### config.mk
export PLATFORM = sky130hd
export DESIGN_NAME = edge_level_generator_flat
export DESIGN_NICKNAME = d
export VERILOG_FILES = /design/src/rtl/edge_level_generator_if.sv /design/src/rtl/edge_level_generator.sv /design/src/flat_wrapper.sv
export SDC_FILE = /design/constraint.sdc
export NUM_CORES = 1
export LEC_CHECK = 0
export ABC_CLOCK_PERIOD_IN_PS = 1800
export BUFFER_PORTS_ARGS = -buffer_cell sky130_fd_sc_hd__buf_4
export CAP_MARGIN = 40
export CORE_ASPECT_RATIO = 1.4
export CORE_UTILIZATION = 53
export DETAILED_ROUTE_END_ITERATION = 7
export PLACE_DENSITY = 0.79
export RECOVER_POWER = 50
export SYNTH_ARGS = -nofsm -noshare
export SYNTH_HDL_FRONTEND = slang
export SYNTH_SLANG_ARGS = --single-unit
### constraint.sdc
create_clock -name clk -period 1.8 [get_ports clk]
set_input_delay 0.54 -clock clk [delete_from_list [all_inputs] [get_ports clk]]
set_output_delay 0.54 -clock clk [all_outputs]
set_load 0.01 [all_outputs]
### src/rtl/edge_level_generator_if.sv
// Request/status bundle for edge_level_generator.
// master: drives rise/fall requests; slave: returns level, ready, pulses, counts.
interface edge_level_generator_if #(
   parameter int unsigned CNT_W = 8
);
   logic             rise_req_i;
   logic             fall_req_i;
   logic             ready_o;
   logic             a_o;
   logic             drop_o;
   logic             cmd_err_o;
   logic [CNT_W-1:0] rise_cnt_o;
   logic [CNT_W-1:0] fall_cnt_o;

   modport master (
      output rise_req_i, fall_req_i,
      input  ready_o, a_o, drop_o, cmd_err_o,
      input  rise_cnt_o, fall_cnt_o
   );

   modport slave (
      input  rise_req_i, fall_req_i,
      output ready_o, a_o, drop_o, cmd_err_o,
      output rise_cnt_o, fall_cnt_o
   );
endinterface

### src/rtl/edge_level_generator.sv
// Rebuilds a registered level a_o from rise/fall commands, holding every
// level at least MIN_WIDTH cycles and counting the edges produced.
// Ports: clk, reset (async, active high), bus (slave): rise_req_i,
// fall_req_i in; ready_o, a_o, drop_o, cmd_err_o, rise_cnt_o, fall_cnt_o out.
// Macro EDGE_LEVEL_GEN_PENDING_EN adds a one-deep pending command slot;
// without it, a single request while not ready is dropped.
module edge_level_generator #(
   parameter int unsigned MIN_WIDTH   = 4,
   parameter logic        RESET_LEVEL = 1'b0,
   parameter int unsigned CNT_W       = 8
) (
   input logic                   clk,
   input logic                   reset,
   edge_level_generator_if.slave bus
);

   localparam int unsigned HOLD_W = 8;
   localparam logic [HOLD_W-1:0] HOLD_LOAD = HOLD_W'(MIN_WIDTH - 1);

   if (MIN_WIDTH < 1 || MIN_WIDTH > 255) begin : g_bad_width
      $error("MIN_WIDTH must be in 1..255");
   end

   typedef enum logic [1:0] {
      LOW,
      HIGH,
      HOLD_LOW,
      HOLD_HIGH
   } state_e;

   state_e            state_q, state_d;
   logic [HOLD_W-1:0] hold_q, hold_d;
   logic              a_q, a_d;
   logic              drop_q, drop_d;
   logic              err_q, err_d;
   logic [CNT_W-1:0]  rise_cnt_q, rise_cnt_d;
   logic [CNT_W-1:0]  fall_cnt_q, fall_cnt_d;

   logic idle;
   logic ready;
   logic single;
   logic both;
   logic exec_vld;
   logic exec_lvl;
   logic pend_vld_q;

`ifdef EDGE_LEVEL_GEN_PENDING_EN
   logic pend_vld_d;
   logic pend_lvl_q, pend_lvl_d;
`else
   assign pend_vld_q = 1'b0;
`endif

   assign idle   = (state_q == LOW) || (state_q == HIGH);
   assign ready  = idle && !pend_vld_q;
   assign single = bus.rise_req_i ^ bus.fall_req_i;
   assign both   = bus.rise_req_i & bus.fall_req_i;

   always_comb begin
      exec_vld   = 1'b0;
      exec_lvl   = a_q;
      drop_d     = 1'b0;
      // Simultaneous rise+fall is flagged and never counts as a drop.
      err_d      = both;
      a_d        = a_q;
      hold_d     = (hold_q == '0) ? '0 : hold_q - HOLD_W'(1);
      rise_cnt_d = rise_cnt_q;
      fall_cnt_d = fall_cnt_q;
      state_d    = state_q;
`ifdef EDGE_LEVEL_GEN_PENDING_EN
      pend_vld_d = pend_vld_q;
      pend_lvl_d = pend_lvl_q;

      // Stored command fires on the first free cycle; it blocks ready
      // that cycle, so any new request then is dropped.
      if (idle && pend_vld_q) begin
         exec_vld   = 1'b1;
         exec_lvl   = pend_lvl_q;
         pend_vld_d = 1'b0;
      end

      if (single) begin
         if (ready) begin
            exec_vld = 1'b1;
            exec_lvl = bus.rise_req_i;
         end else if (!idle && !pend_vld_q) begin
            pend_vld_d = 1'b1;
            pend_lvl_d = bus.rise_req_i;
         end else begin
            drop_d = 1'b1;
         end
      end
`else
      if (single) begin
         if (ready) begin
            exec_vld = 1'b1;
            exec_lvl = bus.rise_req_i;
         end else begin
            drop_d = 1'b1;
         end
      end
`endif

      // Redundant commands fall through here with no effect.
      if (exec_vld && (exec_lvl != a_q)) begin
         a_d    = exec_lvl;
         hold_d = HOLD_LOAD;
         if (exec_lvl) begin
            rise_cnt_d = rise_cnt_q + CNT_W'(1);
         end else begin
            fall_cnt_d = fall_cnt_q + CNT_W'(1);
         end
      end

      unique case ({a_d, hold_d != '0})
         2'b00: state_d = LOW;
         2'b10: state_d = HIGH;
         2'b01: state_d = HOLD_LOW;
         2'b11: state_d = HOLD_HIGH;
      endcase
   end

   always_ff @(posedge clk or posedge reset) begin
      if (reset) begin
         state_q    <= RESET_LEVEL ? HIGH : LOW;
         hold_q     <= '0;
         a_q        <= RESET_LEVEL;
         drop_q     <= 1'b0;
         err_q      <= 1'b0;
         rise_cnt_q <= '0;
         fall_cnt_q <= '0;
      end else begin
         state_q    <= state_d;
         hold_q     <= hold_d;
         a_q        <= a_d;
         drop_q     <= drop_d;
         err_q      <= err_d;
         rise_cnt_q <= rise_cnt_d;
         fall_cnt_q <= fall_cnt_d;
      end
   end

`ifdef EDGE_LEVEL_GEN_PENDING_EN
   always_ff @(posedge clk or posedge reset) begin
      if (reset) begin
         pend_vld_q <= 1'b0;
         pend_lvl_q <= 1'b0;
      end else begin
         pend_vld_q <= pend_vld_d;
         pend_lvl_q <= pend_lvl_d;
      end
   end
`endif

   assign bus.ready_o    = ready;
   assign bus.a_o        = a_q;
   assign bus.drop_o     = drop_q;
   assign bus.cmd_err_o  = err_q;
   assign bus.rise_cnt_o = rise_cnt_q;
   assign bus.fall_cnt_o = fall_cnt_q;

endmodule

### src/flat_wrapper.sv
// flat-port wrapper written by rule: the top's interface ports become plain ports
module edge_level_generator_flat 
#(
   parameter int unsigned MIN_WIDTH   = 4,
   parameter logic        RESET_LEVEL = 1'b0,
   parameter int unsigned CNT_W       = 8
)
  (clk, reset, bus_rise_req_i, bus_fall_req_i, bus_ready_o, bus_a_o, bus_drop_o, bus_cmd_err_o, bus_rise_cnt_o, bus_fall_cnt_o);
  edge_level_generator_if #(.CNT_W(CNT_W)) bus_i ();
  input logic clk;
  input logic reset;
  input wire logic [$bits(bus_i.rise_req_i)-1:0] bus_rise_req_i;
  input wire logic [$bits(bus_i.fall_req_i)-1:0] bus_fall_req_i;
  output wire logic [$bits(bus_i.ready_o)-1:0] bus_ready_o;
  output wire logic [$bits(bus_i.a_o)-1:0] bus_a_o;
  output wire logic [$bits(bus_i.drop_o)-1:0] bus_drop_o;
  output wire logic [$bits(bus_i.cmd_err_o)-1:0] bus_cmd_err_o;
  output wire logic [$bits(bus_i.rise_cnt_o)-1:0] bus_rise_cnt_o;
  output wire logic [$bits(bus_i.fall_cnt_o)-1:0] bus_fall_cnt_o;
  assign bus_i.rise_req_i = bus_rise_req_i;
  assign bus_i.fall_req_i = bus_fall_req_i;
  assign bus_ready_o = bus_i.ready_o;
  assign bus_a_o = bus_i.a_o;
  assign bus_drop_o = bus_i.drop_o;
  assign bus_cmd_err_o = bus_i.cmd_err_o;
  assign bus_rise_cnt_o = bus_i.rise_cnt_o;
  assign bus_fall_cnt_o = bus_i.fall_cnt_o;
  edge_level_generator #(.MIN_WIDTH(MIN_WIDTH), .RESET_LEVEL(RESET_LEVEL), .CNT_W(CNT_W)) u_core (.clk(clk), .reset(reset), .bus(bus_i));
endmodule
; ---- After elaboration in Yosys (flattened, before gate mapping)
; Index checks and enable logic that the tools add are counted.
[totals]
wordCells = 36
output_inout_bits = 20
register_bits = 29
inputBits = 4
[classes]
reduce_logical = 8
mux = 10
bitwise = 3
addsub = 3
eq_ne = 5
[op_table]
columns = op, count
row1 = $add 8x1->8 const B, 2
row2 = $mux 8, 2
row3 = $logic_not 8->1, 1
row4 = $pmux 2 s4, 1
row5 = $reduce_bool 8->1, 1
row6 = $sub 8x1->8 const B, 1
row7 = $mux 1, 7
row8 = $eq 2x1->1 const B, 2
row9 = $eq 2x2->1 const B, 2
row10 = $logic_not 2->1, 2
row11 = $reduce_and 2->1, 2
row12 = $and 1x1->1, 1
row13 = $logic_and 1x1->1, 1
row14 = $logic_or 1x1->1, 1
row15 = $ne 1x1->1, 1
row16 = $not 1->1, 1
row17 = $xor 1x1->1, 1

; ---- Longest topological paths before layout
; Gate-level depths: netlist (run 1).
[depth]
ltp_word = 10
ltp_mapped = 5

; ---- Worst setup path after synthesis (run 1)
; OpenSTA, ideal clock, no wires.
[synth_timing]
kind = input -> register
startpoint = input port bus_fall_req_i
endpoint = register u_core.rise_cnt_q[1], in the netlist u_core.bus.rise_cnt_o[1]
path_buffers = 1
path_slack_ns = 0.072
t_required_ns = 1.675
t_arrival_ns = 1.604
path_stages = 4
cell_sequence = ha_1 > nor4bb_1 > buf_2 > mux2_2
[synth_between]
elab_chain_cells = 5
[synth_lines]
columns = element, line_no
row1 = from (decl), flat_wrapper.sv:13  ; input wire logic [$bits(bus_i.fall_req_i)-1:0] bus_fall_req_i;
row2 = $xor 1x1->1 (*), edge_level_generator.sv:56  ; assign single = bus.rise_req_i ^ bus.fall_req_i;
row3 = $mux 1, edge_level_generator.sv:94  ; if (single) begin
row4 = $ne 1x1->1, edge_level_generator.sv:105  ; if (exec_vld && (exec_lvl != a_q)) begin
row5 = $logic_and 1x1->1, edge_level_generator.sv:105
row6 = $reduce_and 2->1 (no line) (*), -
row7 = to (signal assigned), edge_level_generator.sv:138  ; rise_cnt_q <= rise_cnt_d;
row8 = to (decl), edge_level_generator.sv:36  ; logic [CNT_W-1:0] rise_cnt_q, rise_cnt_d;
; Mark *: on every way between the ends. The rest lies on a longest branch, timed or not.
; A chain may end at the register's enable or synchronous reset.

; ---- Worst setup path after layout (run 1)
; Same ends and word-level chain as after synthesis.

==> impl_metrics.toml, run 1 <==
[global_route]
grt.total_usage = 0.184
grt_max_degree = 29
grt-ovfl-total = 0
grt_pass1_vias = 863
grt_pass1_wl_mm = 3.69
antenna_found_initial = 0

[power_and_ir_drop]
finalPower_mw = 1.45
combPwrFrac = 0.242
p_seq_frac = 0.560
power.leakage_nw = 0.758
vdd_drop_max_mv = 0.797
switching_share = 0.306
clockPowerShare = 0.197
switching_power_mw = 0.442
p_int_mw = 1.00
power.density_cell_area_mw_per_mm2 = 912

[drt]
via_per_inst = 5.63
wl_mm = 2.17
dr.pass1.iters = 6
route.detailed.drc = 0
routed-via-count = 945
route.antenna.remaining_nets = 0
drt_iter0_markers = 23
wl_per_cell_um = 12.9

[floorplanning]
core_area_mm2 = 0.00236
die_area_mm2 = 0.00269
die_w_um = 44.1
die_y_um = 61.0
rows = 21
ios = 24
start_util = 0.557

[placed_design]
place_area_mm2 = 0.00157
post-place-cells = 164
detailed_place_hpwl_mm = 1.68
portBuffers = 23
gp_congestion = 0.793

[clocking]
numCtsBuffers = 3
clk_latency_ns = 0.31
htreeDepth = 1
cts_resized = 0
path_clk_slew_ns = 0.13
cts.path.max_buffers = 2
postCtsSetupBuffers = 0
cts_hold_buffers = 0
cts_num_sinks = 28
cts_root_buffer = "clkbuf_4"
tritoncts = "done"

[timing]
slew_violations = 0
setup_violations = 0
max_freq_mhz = 606
fin_setup_tns_ns = 0
rsz0062_at_grt = "no"
finalHoldViolCount = 0
relSlewSlack = 0.562
finalCriticalPeriod_ns = 1.65
worst_pin_slew_ns = 0.658
skew_ns = 0.00359
min_period_over_period = 0.916

[yosys]
synth_edf_count = 0
syn_area_per_cell_um2 = 11.8
syn-num-nets = 121
syn_area_mm2 = 0.00132
synthArstFlopShare = 1.00
synth_seq_cells = 28
yosys_warnings = 0
synthesis.instances = 112
synthFlopType = "dfrtp_1"
ys_types = 32
synth_seq_area_share = 0.532

[critical_path]
crit_arrival_ns = 1.86
r2r.worst_path.cells = 3
crit_path_end_kind = "flop"
path_max_fanout = 8
cp_slowest_cell = "mux2_2"
crit_chain = "clkbuf_4 > ha_1 > nor4bb_1 > clkbuf_1 > mux2_2"
setup.worst_path.start_class = "input pin"
cpPeakStageDelay_ns = 0.38
reg2reg_slack_ns = 0.20
critical_path_required_ns = 2.01
path_class = "in -> reg"

[final_layout]
antenna_cells = 0
design_area_mm2 = 0.00158
drive_above_1_share = 0.248
layout_commonest_cell = "dfrtp_1"
layout.nets = 155
final_cell_mix = "28 x dfrtp_1, 23 x buf_4, 14 x xnor2_1"
syn_to_final_growth_pct = 20.3
instances_no_fill = 168

[min_path]
hp-class = "in -> async"

[run]
drv_cap = 0

[run_status]
run_status = "complete, no violations"
## stage by stage
step	hold WS, ns	utilization	worst slack, ns
final	0.383	0.670	0.151
after global routing	0.429	0.670	0.0525
after CTS	0.266	0.677	0.195
after detailed placement	0.467	0.662	-0.0503
after global placement	0.461	0.662	-0.0330
after floorplan	0.469	-	0.0717
## critical path, delay by kind of cell
kind,cells,cell delay [ns]
buffers and inverters,2,0.45
and+or+nand+nor,1,0.23
muxes,1,0.38
adders and majority gates,1,0.27
## registers in the layout, summed over array words and instances (netlist names)
signal,flops
u_core.bus.fall_cnt_o,8
u_core.bus.rise_cnt_o,8
u_core.hold_q,8
u_core.bus.a_o,1
u_core.bus.cmd_err_o,1
u_core.bus.drop_o,1
u_core.state_q,1
## logic make-up (layout without fill, tap and decap cells)
| group | count (synthesis) | count (layout) | synth area share |
|---|---|---|---|
| mux | 3 | 3 | 0.0247 |
| xor+xnor | 18 | 18 | 0.120 |
| flops | 28 | 28 | 0.532 |
| compound gates | 11 | 11 | 0.0570 |
| buf+inv | 6 | 39 | 0.0181 |
| simple gates | 41 | 41 | 0.201 |
| fa+ha+maj | 5 | 5 | 0.0475 |
## final timing paths
path / start / to
max in group asynchronous: reset / u_core.hold_q[7]$_DFF_PP0_
setup reg to reg: u_core.bus.a_o$_DFF_PP0_ / u_core.bus.rise_cnt_o[1]$_DFFE_PP0P_
min in group clk: u_core.bus.rise_cnt_o[7]$_DFFE_PP0P_ / u_core.bus.rise_cnt_o[7]$_DFFE_PP0P_
hold / removal: reset / u_core.hold_q[5]$_DFF_PP0_
setup / recovery: bus_fall_req_i / u_core.bus.rise_cnt_o[1]$_DFFE_PP0P_
hold reg to reg: u_core.bus.rise_cnt_o[7]$_DFFE_PP0P_ / u_core.bus.rise_cnt_o[7]$_DFFE_PP0P_
## synth_stat cells, types with 2 or more instances
library cell,instances,area [µm²]
mux2_2,2,22.5
and3_1,2,12.5
xor2_1,4,35.0
o22ai_1,4,25.0
ha_1,5,62.6
a21oi_1,2,10.0
nand2_1,9,33.8
inv_1,5,18.8
nor3_1,7,35.0
nand4_1,7,43.8
dfrtp_1,28,701
xnor2_1,14,123
nor4_1,2,12.5
nor2_1,3,11.3
## area by class of cell
cell class / instances / area (µm²)
Timing Repair Buffer: 30 / 208
Clock buffer: 4 / 36.3
Multi-Input combinational cell: 78 / 592
Inverter: 5 / 18.8
Fill cell: 198 / 781
Sequential cell: 28 / 701
Tap cell: 23 / 28.8
## layer usage
metal | GRT usage | wire, µm
met4 | 0.0909 | 30
met1 | 0.226 | 923
met2 | 0.321 | 1160
met3 | 0.0179 | 60
met5 | 0 | 0
## power groups by stage
| stage | Combinational [mW] | Sequential, mW | Clock [mW] |
|---|---|---|---|
| final | 0.350 | 0.810 | 0.285 |
| after global routing | 0.389 | 0.824 | 0.321 |
| after CTS | 0.358 | 0.809 | 0.301 |
| after detailed placement | 0.351 | 0.822 | 0 |
| after global placement | 0.328 | 0.819 | 0 |
| after floorplan | 0.249 | 0.805 | 0 |
(Power assumes the default switching activity.)
==> run 2: changes to the inputs <==
--- a/config.mk
+++ b/config.mk
@@ -9,9 +9,11 @@
 export BUFFER_PORTS_ARGS = -buffer_cell sky130_fd_sc_hd__buf_4
 export CAP_MARGIN = 40
 export CORE_ASPECT_RATIO = 1.4
+export CORE_MARGIN = 2
 export CORE_UTILIZATION = 53
 export DETAILED_ROUTE_END_ITERATION = 7
-export PLACE_DENSITY = 0.79
+export GPL_TIMING_DRIVEN = 0
+export PLACE_DENSITY = 0.74
 export RECOVER_POWER = 50
 export SYNTH_ARGS = -nofsm -noshare
 export SYNTH_HDL_FRONTEND = slang
==> impl_metrics.toml, run 2 (same netlist as run 1, synthesis figures left out) <==
[clocking]
cts_num_sinks = 28
clk_latency_ns = 0.33
path_clk_slew_ns = 0.14
cts.path.max_buffers = 2
htreeDepth = 1
tritoncts = "done"
cts_hold_buffers = 0
cts_resized = 0
numCtsBuffers = 3
cts_root_buffer = "clkbuf_4"
postCtsSetupBuffers = 0

[final_layout]
final_core_util = 0.657
drive_above_1_share = 0.229
multi_input_area_um2 = 576
antenna_cells = 0
fillers = 191
final_cell_mix = "28 x dfrtp_1, 21 x buf_4, 14 x xnor2_1"
seq_area_um2 = 701
design_area_mm2 = 0.00155
layout.nets = 150
layout_commonest_cell = "dfrtp_1"
syn_to_final_growth_pct = 18.1

[drt]
routed-via-count = 934
via_per_inst = 5.73
dr.pass1.iters = 4
drt_iter0_markers = 23
wl_per_cell_um = 14.6
route.antenna.remaining_nets = 0
wl_mm = 2.37
route.detailed.drc = 0

[timing]
finalCriticalPeriod_ns = 1.65
max_freq_mhz = 607
rsz0062_at_grt = "no"
setup_violations = 0
slew_violations = 0
finalHoldViolCount = 0
skew_ns = 0.000911
setup_slack_ns = 0.152
relSlewSlack = 0.430
worst_pin_slew_ns = 0.856
min_period_over_period = 0.916
whs_ns = 0.189

[floorplanning]
start_util = 0.557
ios = 24
core_area_mm2 = 0.00236
rows = 21
die_area_mm2 = 0.00290
die_y_um = 63.0
die_w_um = 46.1

[power_and_ir_drop]
vdd_drop_max_mv = 0.655
power.density_cell_area_mw_per_mm2 = 996
power.leakage_nw = 0.744

[min_path]
hp-class = "in -> async"

[critical_path]
crit_path_end_kind = "flop"
path_max_fanout = 8
crit_arrival_ns = 1.88
cp_slowest_cell = "ha_1"
setup.worst_path.start_class = "input pin"
path_class = "in -> reg"
cpPeakStageDelay_ns = 0.37
critical_path_required_ns = 2.03
crit_chain = "clkbuf_1 > ha_1 > nor4bb_1 > buf_2 > mux2_2"

[placed_design]
portBuffers = 23
dp_slack_ns = -0.217
detailed_place_hpwl_mm = 1.80
place_area_mm2 = 0.00155
gp_congestion = 0.796

[global_route]
antenna_found_initial = 0
grt.total_usage = 0.194
grt-ovfl-total = 0
grt_pass1_vias = 956
grt_max_degree = 18
grt_pass1_wl_mm = 4.16

[run]
drv_cap = 0

[run_status]
run_status = "complete, no violations"
-- run 2: power by group --
group / total [mW] / leakage [nW] / internal (mW) / switching, mW
clock: 0.408 / 0.0279 / 0.225 / 0.182
combinational: 0.328 / 0.357 / 0.157 / 0.171
sequential: 0.813 / 0.359 / 0.712 / 0.101
total: 1.55 / 0.744 / 1.09 / 0.454
-- run 2: worst paths after layout --
kind | startpoint | endpoint | slack, ns | cells past startpoint
setup / recovery | bus_rise_req_i | u_core.bus.rise_cnt_o[1]$_DFFE_PP0P_ | 0.15 | 5
hold / removal | reset | u_core.hold_q[3]$_DFF_PP0_ | 0.19 | 2
setup reg to reg | u_core.hold_q[0]$_DFF_PP0_ | u_core.hold_q[6]$_DFF_PP0_ | 0.18 | 5
hold reg to reg | u_core.bus.fall_cnt_o[7]$_DFFE_PP0P_ | u_core.bus.fall_cnt_o[7]$_DFFE_PP0P_ | 0.48 | 1
max in group asynchronous | reset | u_core.bus.fall_cnt_o[5]$_DFFE_PP0P_ | 0.50 | 3
min in group clk | bus_fall_req_i | u_core.bus.cmd_err_o$_DFF_PP0_ | 0.43 | 2
-- run 2: area by class of cell --
| type | instances | share of cell area |
|---|---|---|
| Tap cell | 23 | 0.0185 |
| Buffer | 1 | 0.00322 |
| Timing Repair Buffer | 24 | 0.111 |
| Inverter | 5 | 0.0121 |
| Multi-Input combinational cell | 78 | 0.370 |
| Clock inverter | 1 | 0.0193 |
| Clock buffer | 3 | 0.0145 |
| Sequential cell | 28 | 0.451 |
-- run 2: worst max-delay path, delay by kind of cell --
family	cells	cell delay, ns
buffers and inverters	2	0.38
AND/OR/NAND/NOR	1	0.23
multiplexers	1	0.35
adder cells (fa/ha/maj)	1	0.37
-- run 2: through the flow --
| stage | power [mW] | cells | TNS, ns |
|---|---|---|---|
| 6_report | 1.55 | 163 | 0 |
| 4_1_cts | 1.57 | 163 | 0 |
| 2_1_floorplan | 1.05 | 112 | 0 |
| 3_3_place_gp | 1.13 | 158 | -1.11 |
| 5_1_grt | 1.65 | 163 | 0 |
| 3_5_place_dp | 1.16 | 159 | -1.50 |
-- run 2: routing by layer --
layer	global-route usage	share of wire	wire length, µm
met1	0.228	0.43	1020
met2	0.314	0.51	1210
met3	0.0376	0.031	74
met4	0.104	0.030	72
met5	0	0	0
